<file path="src/rtl/wah_sweep_ctrl_pkg.sv">
// wah_pkg: shared types and constants for the wah sweep controller.
//   sweep_state_t   - controller FSM states
//   FRAC_BITS       - fractional bits of the sweep accumulator and rate
//   ENV_DECAY_SHIFT - envelope decay per sample is env >> ENV_DECAY_SHIFT
package wah_pkg;

    localparam int unsigned FRAC_BITS       = 8;
    localparam int unsigned ENV_DECAY_SHIFT = 4;

    typedef enum logic [1:0] {
        IDLE = 2'd0,
        RISE = 2'd1,
        FALL = 2'd2,
        HOLD = 2'd3
    } sweep_state_t;

endpackage

</file>
<file path="src/rtl/wah_sweep_ctrl_env.sv">
// wah_env: peak-hold / exponential-decay envelope follower.
// Only built when WAH_ENV_FOLLOW_EN is defined.
// Ports:
//   clk    - system clock
//   rst    - synchronous, active-high reset (env -> 0)
//   vld_i  - one-cycle sample strobe; env updates only on this strobe
//   data_i - signed audio sample
//   env    - current envelope, |data_i| scaled to COEF_WIDTH bits
`ifdef WAH_ENV_FOLLOW_EN
module wah_env
    import wah_pkg::*;
#(
    parameter int unsigned COEF_WIDTH = 16,
    parameter int unsigned DATA_WIDTH = 24
) (
    input  logic                  clk,
    input  logic                  rst,
    input  logic                  vld_i,
    input  logic [DATA_WIDTH-1:0] data_i,
    output logic [COEF_WIDTH-1:0] env
);

    logic [DATA_WIDTH-1:0] abs_val;
    logic [DATA_WIDTH-1:0] mag_full;
    logic [COEF_WIDTH-1:0] mag;
    logic [COEF_WIDTH-1:0] decayed;
    logic [COEF_WIDTH-1:0] env_q;
    logic [COEF_WIDTH-1:0] env_d;

    // Most negative input negates to itself, which read unsigned is the correct magnitude.
    assign abs_val  = data_i[DATA_WIDTH-1] ? (~data_i + DATA_WIDTH'(1)) : data_i;
    assign mag_full = abs_val >> (DATA_WIDTH - COEF_WIDTH);
    assign mag      = mag_full[COEF_WIDTH-1:0];
    assign decayed  = env_q - (env_q >> ENV_DECAY_SHIFT);

    always_comb begin
        env_d = env_q;
        if (vld_i) begin
            env_d = (mag > decayed) ? mag : decayed;
        end
    end

    always_ff @(posedge clk) begin
        if (rst) begin
            env_q <= '0;
        end else begin
            env_q <= env_d;
        end
    end

    assign env = env_q;

endmodule
`endif

</file>
<file path="src/rtl/wah_sweep_ctrl.sv">
// wah_sweep_ctrl: sample-aligned triangle LFO producing the eff_wah centre-frequency
// coefficient, bouncing between inclusive bounds lo and hi, pausable via en.
// Optional feature macro: WAH_ENV_FOLLOW_EN (adds data_i/mode and an envelope-follower mode).
// Ports:
//   clk      - system clock
//   rst      - synchronous, active-high reset
//   en       - sweep enable; low freezes the sweep
//   vld_i    - one-cycle sample strobe; sweep advances only on it
//   rate     - unsigned step per sample, FRAC_BITS fractional bits
//   lo, hi   - inclusive sweep bounds
//   data_i   - signed audio sample (WAH_ENV_FOLLOW_EN only)
//   mode     - 0 triangle, 1 envelope (WAH_ENV_FOLLOW_EN only)
//   coef     - current coefficient
//   coef_vld - one-cycle pulse when coef is updated
//   dir      - 1 rising, 0 falling
module wah_sweep_ctrl
    import wah_pkg::*;
#(
    parameter int unsigned COEF_WIDTH = 16,
    parameter int unsigned RATE_WIDTH = 16,
    parameter int unsigned DATA_WIDTH = 24
) (
    input  logic                  clk,
    input  logic                  rst,
    input  logic                  en,
    input  logic                  vld_i,
    input  logic [RATE_WIDTH-1:0] rate,
    input  logic [COEF_WIDTH-1:0] lo,
    input  logic [COEF_WIDTH-1:0] hi,
`ifdef WAH_ENV_FOLLOW_EN
    input  logic [DATA_WIDTH-1:0] data_i,
    input  logic                  mode,
`endif
    output logic [COEF_WIDTH-1:0] coef,
    output logic                  coef_vld,
    output logic                  dir
);

    localparam int unsigned ACC_W = COEF_WIDTH + FRAC_BITS;
    // Two guard bits: one for overflow above the top, one sign bit for underflow below zero.
    localparam int unsigned EXT_W = ACC_W + 2;

    if (DATA_WIDTH < COEF_WIDTH) begin : g_bad_data_width
        $error("DATA_WIDTH must be at least COEF_WIDTH");
    end
    if (RATE_WIDTH > ACC_W) begin : g_bad_rate_width
        $error("RATE_WIDTH must not exceed COEF_WIDTH + FRAC_BITS");
    end

    sweep_state_t     state_q, state_d;
    logic [ACC_W-1:0] acc_q, acc_d;
    logic             dir_q, dir_d;
    logic             vld_q, vld_d;

    logic [ACC_W-1:0]        lo_acc, hi_acc;
    logic signed [EXT_W-1:0] acc_ext, rate_ext, lo_ext, hi_ext;
    logic signed [EXT_W-1:0] nxt_up, nxt_dn;

    assign lo_acc   = {lo, {FRAC_BITS{1'b0}}};
    assign hi_acc   = {hi, {FRAC_BITS{1'b0}}};
    assign acc_ext  = $signed({2'b00, acc_q});
    assign rate_ext = $signed({{(EXT_W - RATE_WIDTH){1'b0}}, rate});
    assign lo_ext   = $signed({2'b00, lo_acc});
    assign hi_ext   = $signed({2'b00, hi_acc});
    assign nxt_up   = acc_ext + rate_ext;
    assign nxt_dn   = acc_ext - rate_ext;

    always_comb begin
        state_d = state_q;
        acc_d   = acc_q;
        dir_d   = dir_q;
        vld_d   = 1'b0;
        case (state_q)
            IDLE: begin
                if (en) begin
                    acc_d   = lo_acc;
                    dir_d   = 1'b1;
                    vld_d   = 1'b1;
                    state_d = RISE;
                end
            end
            RISE, FALL: begin
                // en has priority over a coincident strobe.
                if (!en) begin
                    state_d = HOLD;
                end else if (vld_i) begin
                    vld_d = 1'b1;
                    if (lo >= hi) begin
                        // Degenerate range: pin to lo, keep state and direction.
                        acc_d = lo_acc;
                    end else if (state_q == RISE) begin
                        if (nxt_up >= hi_ext) begin
                            acc_d   = hi_acc;
                            dir_d   = 1'b0;
                            state_d = FALL;
                        end else begin
                            acc_d = nxt_up[ACC_W-1:0];
                        end
                    end else begin
                        if (nxt_dn <= lo_ext) begin
                            acc_d   = lo_acc;
                            dir_d   = 1'b1;
                            state_d = RISE;
                        end else begin
                            acc_d = nxt_dn[ACC_W-1:0];
                        end
                    end
                end
            end
            HOLD: begin
                if (en) begin
                    state_d = dir_q ? RISE : FALL;
                end
            end
            default: state_d = IDLE;
        endcase
`ifdef WAH_ENV_FOLLOW_EN
        // Envelope mode publishes a new coefficient on every sample.
        if (mode) begin
            vld_d = vld_i;
        end
`endif
    end

    always_ff @(posedge clk) begin
        if (rst) begin
            state_q <= IDLE;
            acc_q   <= '0;
            dir_q   <= 1'b1;
            vld_q   <= 1'b0;
        end else begin
            state_q <= state_d;
            acc_q   <= acc_d;
            dir_q   <= dir_d;
            vld_q   <= vld_d;
        end
    end

    assign coef_vld = vld_q;

`ifdef WAH_ENV_FOLLOW_EN
    logic [COEF_WIDTH-1:0] env;
    logic [COEF_WIDTH:0]   env_sum;

    wah_env #(
        .COEF_WIDTH(COEF_WIDTH),
        .DATA_WIDTH(DATA_WIDTH)
    ) u_env (
        .clk   (clk),
        .rst   (rst),
        .vld_i (vld_i),
        .data_i(data_i),
        .env   (env)
    );

    assign env_sum = {1'b0, lo} + {1'b0, env};

    always_comb begin
        coef = acc_q[ACC_W-1:FRAC_BITS];
        dir  = dir_q;
        if (mode) begin
            coef = (env_sum > {1'b0, hi}) ? hi : env_sum[COEF_WIDTH-1:0];
            dir  = 1'b1;
        end
    end
`else
    assign coef = acc_q[ACC_W-1:FRAC_BITS];
    assign dir  = dir_q;
`endif

endmodule
</file>
<file path="config.mk">
export PLATFORM = sky130hd
export DESIGN_NAME = wah_sweep_ctrl
export DESIGN_NICKNAME = d
export VERILOG_FILES = /design/src/rtl/wah_sweep_ctrl_pkg.sv /design/src/rtl/wah_sweep_ctrl_env.sv /design/src/rtl/wah_sweep_ctrl.sv
export SDC_FILE = /design/constraint.sdc
export NUM_CORES = 1
export LEC_CHECK = 0
export ABC_AREA = 1
export CORE_MARGIN = 2
export CORE_UTILIZATION = 64
export DETAILED_ROUTE_END_ITERATION = 12
export GPL_TIMING_DRIVEN = 1
export PLACE_DENSITY = 0.86
export SLEW_MARGIN = 25
export SYNTH_ARGS = -nofsm -noshare
export SYNTH_HDL_FRONTEND = slang
export SYNTH_SLANG_ARGS = --single-unit
</file>
<file path="constraint.sdc">
create_clock -name clk -period 10.21 [get_ports clk]
set_input_delay 2.042 -clock clk [delete_from_list [all_inputs] [get_ports clk]]
set_output_delay 2.042 -clock clk [all_outputs]
set_load 0.02 [all_outputs]
</file>
==> metrics <==
most frequent cell on the critical path=nand2_1; Slew headroom=0.371; cell taking the most area after synthesis=nand2_1; largest stage delay on the critical path=0.49 ns; cell count of the worst reg-to-reg path=28; post-synthesis sequential area ratio=0.0905; WS Path Type=primary input to register; Clock Path Buffers=2; CP Launch Type=primary input; share of cells above drive strength 1=0.0567; worst flop-to-flop path endpoint=state_q[0]$_SDFFE_PP0P_; DP HPWL=between 15000 and 20000 µm; final worst path period share=0.678; final hold vios=0; Min-Delay Endpoint=acc_q[7]$_SDFFE_PP0P_; Area Overhead vs Synth=9.81%; Remaining DRCs=0; Iter 0 DRT Violations=about 780; Post-synth top cells=nand2_1, inv_1, nand3_1; fraction of the mapped netlist area in simple logic gates=0.401; Post-Route WL=19700 µm; wire length per cell=15.8 µm; clk_skew=0.00966 ns; final setup fails=0; Final Wtd Congestion=around 1.1; WHS Path Cells=2; synth top area cells=nand2_1, ha_1, inv_1, dfxtp_1, nand3_1; hold crit path type=register to register; post-route cell area=slightly below 0.007 mm²; Initial Util=0.664; later-pin clock latency in the skew report=slightly below 0.3 ns; count of different cell masters after synthesis=44; Yosys warnings=0; #FFs+latches synth=28; dpl cell area=~0.0068 mm²; antenna violations before repair=0; hold slack=around 0.50 ns; worst hold start=acc_q[7]$_SDFFE_PP0P_; nets=1253; achievable frequency=about 140 MHz; vias=about 7000; Ports=70; Detail Route Antenna Nets=0; Slowest-stage cell, CP=clkdlybuf4s50_1; die extent in x=about 100 µm; TritonCTS clock tree=done; Fin Setup TNS=0 ns; chip height=102 µm; total grt overflow=0; total power draw=approximately 0.0016 W; drt via density=about 5.7; post-CTS setup buffers=0; vias in the first global route=6216; Root Driver=clkbuf_8; CP required=approximately 10 ns; Post-Synth XOR/XNOR Area=0.0254; max cap viols=0; largest net degree at the start of global routing=43; PD cells=approximately 230 mW/mm²; DIE AREA=about 0.010 mm²; first-pass GRT wire length=approximately 31000 µm; fin crit period=about 6.9 ns; cell with the most instances after synthesis=nand2_1; Reg2Reg Setup Slack=slightly above 5 ns; Synth Flop Type=dfxtp_1; adder-cell area share of the yosys netlist=0.180; syn_area_per_cell=roughly 5.7 µm²; TritonRoute pass-1 iters=5; H-tree depth=1; Max FO, Critical Path=21; ys async rst share=0; WP data arrival=approximately 7.2 ns; number of flops mapped to enable cells by yosys=0; mux cell area share after synthesis=0; post_cts resized=0; largest family of logic cells by synthesized area=simple AND/OR/NAND/NOR gates; RSZ-0062 raised after global routing=false; Num CTS Buffers=3; CP Capture Type=register; cts hold-fix bufs=0; Worst Tran Pin Value=approximately 0.94 ns; GRT Overall Usage=0.379; LEAKAGE=3.73 nW; clk sinks=28; Synth Area in Compound Gates=0.129; Cell Area, Synth=0.00620 mm²; clock-pin transition on the worst setup and hold timing paths=around 0.12 ns; Post-Synthesis Net Count=approximately 1200; post-synth top area share=0.179; Mapped Cells=1087; peak supply drop=roughly 0.19 mV; area of the core=~0.0093 mm²; row cnt=35; # diodes=0; r2r startpoint=acc_q[0]$_SDFFE_PP0P_; Final Slew Violations=0; status=finished, final reports clean; port buffer count=69
per-stage QoR:
step,util,instances,worst slack (ns)
CTS,0.730,1241,3.52
floorplan,-,1087,4.90
global route,0.730,1241,3.06
global placement,0.724,1237,3.21
detailed placement,0.724,1237,3.21
finish,0.730,1241,3.29
power breakdown:
part	leakage (nW)	switching, W	internal (W)
combinational	3.47	0.000893	0.000435
sequential	0.229	0.0000540	0.000140
clock	0.0288	0.0000428	0.0000348
sequential cells by signal, summed over array words and instances (netlist names):
name      count
acc_q        24
coef_vld      1
dir           1
state_q       2
critical path, delay by kind of cell:
family | cells | cell delay (ns)
adder cells (fa/ha/maj) | 3 | 1.02
AO/OA/AOI/OAI | 2 | 0.38
XOR/XNOR | 1 | 0.28
buffers and inverters | 4 | 0.71
AND/OR/NAND/NOR | 19 | 2.71
cell usage in the layout, fill, tap and decap left out, types with 3 or more instances in the layout:
cell type	synthesis	layout
nand2_1	296	296
inv_1	191	191
nand3_1	104	104
nor2_1	95	95
ha_1	86	86
clkdlybuf4s50_1	0	69
a21oi_1	67	67
nand4_1	35	35
o21ai_0	28	28
dfxtp_1	28	28
a21oi_2	22	22
xor2_1	18	18
nor3_1	10	10
inv_2	7	7
nand2_2	6	6
nor2_2	5	5
nand3_2	4	4
clkbuf_8	0	4
a21o_1	3	3
buf_4	16	3
metal layers:
metal	vias to the layer above	wire, µm	GRT usage
met5	-	0	0
met4	0	610	0.119
met3	42	2250	0.0677
met2	442	8250	0.584
met1	3056	8540	0.536
li1	3493	-	-
worst max path at each step:
| stage | endpoint | start | depth (start not counted) | slack (ns) |
|---|---|---|---|---|
| 2_1_floorplan | acc_q[10]$_SDFFE_PP0P_ | rate[0] | 30 | 4.90 |
| 3_3_place_gp | state_q[0]$_SDFFE_PP0P_ | rate[0] | 29 | 3.21 |
| 3_5_place_dp | state_q[0]$_SDFFE_PP0P_ | rate[0] | 29 | 3.21 |
| 4_1_cts | state_q[0]$_SDFFE_PP0P_ | rate[0] | 29 | 3.52 |
| 5_1_grt | state_q[0]$_SDFFE_PP0P_ | rate[0] | 29 | 3.06 |
| 6_report | state_q[0]$_SDFFE_PP0P_ | rate[0] | 29 | 3.29 |
area by class of cell:
type	count	area (µm²)
multi-input cells	807	4560
fillers	854	2520
inverters	201	758
repair buffers	72	713
flip-flops and latches	28	561
well taps	129	161
clock buffers	4	55.1
logic make-up (layout without fill, tap and decap cells):
kind of cell               count (synthesis)  in the layout
buffers and inverters                    252            277
adders and majority gates                 88             88
AOI/OAI and AO/OA                        134            134
DFF                                       28             28
and+or+nand+nor                          567            567
xor gates and xnor gates                  18             18
No activity file was read; power rests on OpenSTA's default activity.
